===== src/rtl/bcd_to_bin_if.sv =====
`default_nettype none
// +----------------------------------------------------------------------------+
// | bcd_to_bin_if : request/result bundle for the BCD-to-binary converter       |
// | Rev 1.0                                                                     |
// +----------------------------------------------------------------------------+
interface bcd_to_bin_if #(
  parameter int DIGITS = 8,
  parameter int BIN_W  = 27
);
  logic                  start;
  logic [4*DIGITS-1:0]   bcd_in;
  logic [BIN_W-1:0]      bin;
  logic                  busy;
  logic                  done;
  logic                  err;

  modport master (
    output start,
    output bcd_in,
    input  bin,
    input  busy,
    input  done,
    input  err
  );

  modport slave (
    input  start,
    input  bcd_in,
    output bin,
    output busy,
    output done,
    output err
  );
endinterface
`default_nettype wire


===== src/rtl/bcd_to_bin.sv =====
`default_nettype none
// +----------------------------------------------------------------------------+
// | bcd_to_bin : sequential reverse double-dabble, one bit per clock           |
// | Optional digit check enabled by macro BCD_CHECK_EN.   Rev 1.0              |
// +----------------------------------------------------------------------------+
module bcd_to_bin #(
  parameter int DIGITS = 8,
  parameter int BIN_W  = 27
) (
  input  wire logic    clk,
  input  wire logic    rst,
  bcd_to_bin_if.slave  bus
);

  localparam int CNT_W = $clog2(BIN_W + 1);
  localparam int BCD_W = 4 * DIGITS;

  typedef enum logic [1:0] {
    ST_IDLE  = 2'd0,
    ST_SHIFT = 2'd1,
    ST_DONE  = 2'd2
  } state_e;

  state_e             state_q;
  logic [BCD_W-1:0]   bcd_q;
  logic [BCD_W-1:0]   bcd_shift_w;
  logic [BCD_W-1:0]   bcd_d;
  logic [BIN_W-1:0]   binw_q;
  logic [BIN_W-1:0]   binw_d;
  logic [BIN_W-1:0]   bin_q;
  logic [CNT_W-1:0]   cnt_q;
  logic               busy_q;
  logic               done_q;
  logic               err_q;
  logic               bad_digit_w;
  logic               last_shift_w;

  assign bcd_shift_w  = bcd_q >> 1;
  assign binw_d       = {bcd_q[0], binw_q[BIN_W-1:1]};
  assign last_shift_w = (cnt_q == CNT_W'(BIN_W - 1));

  // After each right shift a digit >= 8 holds a borrowed 10 rather than 16; take back 3.
  generate
    for (genvar i = 0; i < DIGITS; i++) begin : g_digit_adj
      assign bcd_d[4*i +: 4] = bcd_shift_w[4*i + 3] ? (bcd_shift_w[4*i +: 4] - 4'd3)
                                                    : bcd_shift_w[4*i +: 4];
    end
  endgenerate

`ifdef BCD_CHECK_EN
  logic [DIGITS-1:0] dig_bad_w;
  generate
    for (genvar i = 0; i < DIGITS; i++) begin : g_digit_chk
      assign dig_bad_w[i] = (bus.bcd_in[4*i +: 4] > 4'd9);
    end
  endgenerate
  assign bad_digit_w = |dig_bad_w;
`else
  assign bad_digit_w = 1'b0;
`endif

  always_ff @(posedge clk) begin
    if (rst) begin
      state_q <= ST_IDLE;
      bcd_q   <= '0;
      binw_q  <= '0;
      bin_q   <= '0;
      cnt_q   <= '0;
      busy_q  <= 1'b0;
      done_q  <= 1'b0;
      err_q   <= 1'b0;
    end else begin
      case (state_q)
        ST_IDLE: begin
          done_q <= 1'b0;
          if (bus.start) begin
            bcd_q  <= bus.bcd_in;
            binw_q <= '0;
            cnt_q  <= '0;
            if (bad_digit_w) begin
              err_q   <= 1'b1;
              bin_q   <= '0;
              done_q  <= 1'b1;
              state_q <= ST_DONE;
            end else begin
              err_q   <= 1'b0;
              busy_q  <= 1'b1;
              state_q <= ST_SHIFT;
            end
          end
        end

        ST_SHIFT: begin
          bcd_q  <= bcd_d;
          binw_q <= binw_d;
          cnt_q  <= cnt_q + CNT_W'(1);
          if (last_shift_w) begin
            bin_q   <= binw_d;
            busy_q  <= 1'b0;
            done_q  <= 1'b1;
            state_q <= ST_DONE;
          end
        end

        ST_DONE: begin
          done_q  <= 1'b0;
          state_q <= ST_IDLE;
        end

        default: begin
          busy_q  <= 1'b0;
          done_q  <= 1'b0;
          state_q <= ST_IDLE;
        end
      endcase
    end
  end

  assign bus.bin  = bin_q;
  assign bus.busy = busy_q;
  assign bus.done = done_q;
  assign bus.err  = err_q;

endmodule
`default_nettype wire

===== src/flat_wrapper.sv =====
// flat-port wrapper written by rule: the top's interface ports become plain ports
module bcd_to_bin_flat 
#(
  parameter int DIGITS = 8,
  parameter int BIN_W  = 27
)
  (clk, rst, bus_start, bus_bcd_in, bus_bin, bus_busy, bus_done, bus_err);
  bcd_to_bin_if #(.DIGITS(DIGITS), .BIN_W(BIN_W)) bus_i ();
  input  wire logic clk;
  input  wire logic rst;
  input wire logic [$bits(bus_i.start)-1:0] bus_start;
  input wire logic [$bits(bus_i.bcd_in)-1:0] bus_bcd_in;
  output wire logic [$bits(bus_i.bin)-1:0] bus_bin;
  output wire logic [$bits(bus_i.busy)-1:0] bus_busy;
  output wire logic [$bits(bus_i.done)-1:0] bus_done;
  output wire logic [$bits(bus_i.err)-1:0] bus_err;
  assign bus_i.start = bus_start;
  assign bus_i.bcd_in = bus_bcd_in;
  assign bus_bin = bus_i.bin;
  assign bus_busy = bus_i.busy;
  assign bus_done = bus_i.done;
  assign bus_err = bus_i.err;
  bcd_to_bin #(.DIGITS(DIGITS), .BIN_W(BIN_W)) u_core (.clk(clk), .rst(rst), .bus(bus_i));
endmodule

===== config.mk =====
export PLATFORM = sky130hd
export DESIGN_NAME = bcd_to_bin_flat
export DESIGN_NICKNAME = d
export VERILOG_FILES = /design/src/rtl/bcd_to_bin_if.sv /design/src/rtl/bcd_to_bin.sv /design/src/flat_wrapper.sv
export SDC_FILE = /design/constraint.sdc
export NUM_CORES = 1
export LEC_CHECK = 0
export CORE_MARGIN = 4
export CORE_UTILIZATION = 40
export CTS_CLUSTER_DIAMETER = 120
export CTS_CLUSTER_SIZE = 10
export DETAILED_ROUTE_END_ITERATION = 8
export GPL_TIMING_DRIVEN = 0
export PLACE_DENSITY = 0.68
export RECOVER_POWER = 100
export SLEW_MARGIN = 10
export SYNTH_ARGS = -nofsm -noshare
export SYNTH_HDL_FRONTEND = slang
export SYNTH_SLANG_ARGS = --single-unit

===== constraint.sdc =====
create_clock -name clk -period 2.3 [get_ports clk]
set_clock_uncertainty 0.1 [all_clocks]
set_input_delay 0.23 -clock clk [delete_from_list [all_inputs] [get_ports clk]]
set_output_delay 0.23 -clock clk [all_outputs]
set_load 0.01 [all_outputs]

==> impl_metrics.tcl <==
set metrics [dict create \
    status "finished, final reports clean" \
    cts_made_buffers 9 \
    layout_common_cells "dfxtp_1, nand2_1, a21oi_1, clkdlybuf4s50_1, dlygate4sd3_1" \
    cts_resized 0 \
    drive_above_1_share_pct 11.2 \
    pre_cts_ws_ns 0.0808 \
    cts.sinks 94 \
    fillCellCount 939 \
    worst-path-buf-inv 2 \
    netlist_area_um2 3970 \
    utilization_pct 50.3 \
    async_reset_ff_share_pct 0 \
    yosysUniqueCellTypes 44 \
    crit_required_ns 2.51 \
    cts-htree-levels 3 \
    crit_type "input port to flop" \
    gp_congestion 0.849 \
    tritoncts "yes" \
    drt_iter0_drc 176 \
    fp.dieW_um 108 \
    p_total_mw 3.27 \
    fin_crit_sh_pct 85.6 \
    clkLatencyLatePin_ns 0.36 \
    synth_area_leader_cell "dfxtp_1" \
    clockBufferDepth 2 \
    dr.pass1.iters 4 \
    layoutNonFillerInstCount 632 \
    layout.nets 538 \
    ys_ff_latch 94 \
    ys.flop_type "dfxtp_1" \
    viasPerCell 5.19 \
    crit_family "buffers and inverters" \
    grt_pass1_wl_um 16100 \
    gr-total-overflow 0 \
    diodes 0 \
    tns_ns 0 \
    maxSlewHeadroom_pct 50.6 \
    p_leak_nw 1.86 \
    antenna_found_initial 0 \
    io_pins 65 \
    hp-class "flop to flop" \
    critPathSlowestCell "dlygate4sd3_1" \
    slew_viol_final 0 \
    cts-root-buf "clkbuf_8" \
    max_cap_violations 0 \
    hold_viol 0 \
    syn_avg_cell_area_um2 9.46 \
    die_area_um2 11600 \
    yosys-top-cells-area "dfxtp_1, nand2_1, a22o_1" \
    cp-start-kind "input port" \
    area_delta_synth_final_pct 23.2 \
    dp.final_hpwl_um 6790 \
    clk_pin_slew_ns 0.10 \
    initial_utilization_pct 40.8 \
    cts_setup_buffers 0 \
    drc 0 \
    wl_um 9730 \
    arrival_ns 2.17 \
    core_um2 9730 \
    end_kind "flop" \
    synth-seq-area-share_pct 47.4 \
    netlist_instances 420 \
    vdd_drop_max_v 0.000293 \
    period_minus_slack_ns 1.97 \
    wl_per_cell_um 15.4 \
    fmax_mhz 508 \
    grt_pass1_vias 3199 \
    syn-num-nets 464 \
    row_count 36 \
    ant_nets 0 \
    crit_path_cell_trace "dlygate4sd3_1 > o21ba_1 > nor2_1 > buf_2 > a22o_1" \
    layout.cells.most_common "dfxtp_1" \
    ys.warnings.count 0 \
    grt_start_max_net_pins 19 \
    finalSetupViolCount 0 \
    tightest_slew_ns 0.738 \
    critPathMaxStageDelay_ns 0.63 \
    worstPathMaxFanout 10 \
    io_buffers 63 \
    fin_ws_ns 0.331 \
    powerDensity_nw_per_um2 669 \
    hold_buffers 0 \
    synth-edff-count 0 \
    vias 3283 \
    dp.cells 616 \
    grt.total_usage_pct 17.6 \
    synth_top_area_share_pct 47.4 \
    die_h_um 108 \
    rsz0062_at_grt "no" \
]
synthesized netlist by cell type, drive strengths merged (8+ instances only):
library cell,n
nor2b,15
a22o,27
xnor2,14
nor2,15
o21ai,8
a21oi,53
nand2,75
o221a,9
a22oi,16
clkbuf,10
buf,23
dfxtp,94
ha,9
metal layers:
layer / vias to the layer above / part of all wire, % / GRT usage, %
met2: 102 / 46 / 26.8
met1: 1526 / 47 / 24.1
met4: 0 / 1.6 / 8.75
met3: 12 / 6.0 / 2.94
met5: - / 0 / 0
li1: 1643 / - / -
report_power, final:
group,total (mW),internal (mW),switching (mW)
clock network,1.05,0.416,0.630
logic,0.458,0.227,0.231
registers,1.77,1.69,0.0747
flip-flops by register name, summed over array words and instances (netlist names):
register	cells
u_core.binw_q	26
u_core.bus.done	1
u_core.bcd_q	32
u_core.state_q	2
u_core.cnt_q	5
u_core.bus.busy	1
u_core.bus.bin	27
path summary, 6_finish.rpt:
check                            startpoint                              to  slack, ns  cells past startpoint
min reg2reg   u_core.bcd_q[31]$_SDFFE_PP0P_   u_core.bcd_q[30]$_SDFFE_PP0P_       0.36                      2
max                               bus_start  u_core.binw_q[23]$_SDFFE_PP0P_       0.33                      5
max reg2reg  u_core.state_q[1]$_SDFFE_PP0P_    u_core.bcd_q[2]$_SDFFE_PP0P_       0.36                      4
min           u_core.bcd_q[31]$_SDFFE_PP0P_   u_core.bcd_q[30]$_SDFFE_PP0P_       0.36                      2
cell type report:
type	count	area [µm²]	area share [%]
Inverter	2	7.51	0.153
Sequential cell	94	1880	38.5
Timing Repair Buffer	63	631	12.9
Clock buffer	9	124	2.53
Buffer	33	200	4.09
Tap cell	133	166	3.40
Clock inverter	7	61.3	1.25
Multi-Input combinational cell	291	1820	37.2
worst min-delay path, stage by stage, from the launching register on:
cell and delay (ns):
dfxtp_1 0.32, nand2_1 0.05, nand2_1 0.04
per-stage QoR:
step / area (µm²) / hold slack (ns)
3_5_place_dp: 4770 / 0.337
4_1_cts: 4950 / 0.352
2_1_floorplan: 3970 / 0.263
3_3_place_gp: 4770 / 0.331
5_1_grt: 4890 / 0.373
6_report: 4890 / 0.356
logic make-up after synthesis:
family	after synthesis	share of synthesized area (%)
xor+xnor	14	3.09
fa+ha+maj	9	2.83
compound gates	133	24.8
buf+inv	35	5.54
mux	7	1.76
simple gates	127	14.5
other cells	1	0.0944
flops	94	47.4
(Power assumes the default switching activity.)
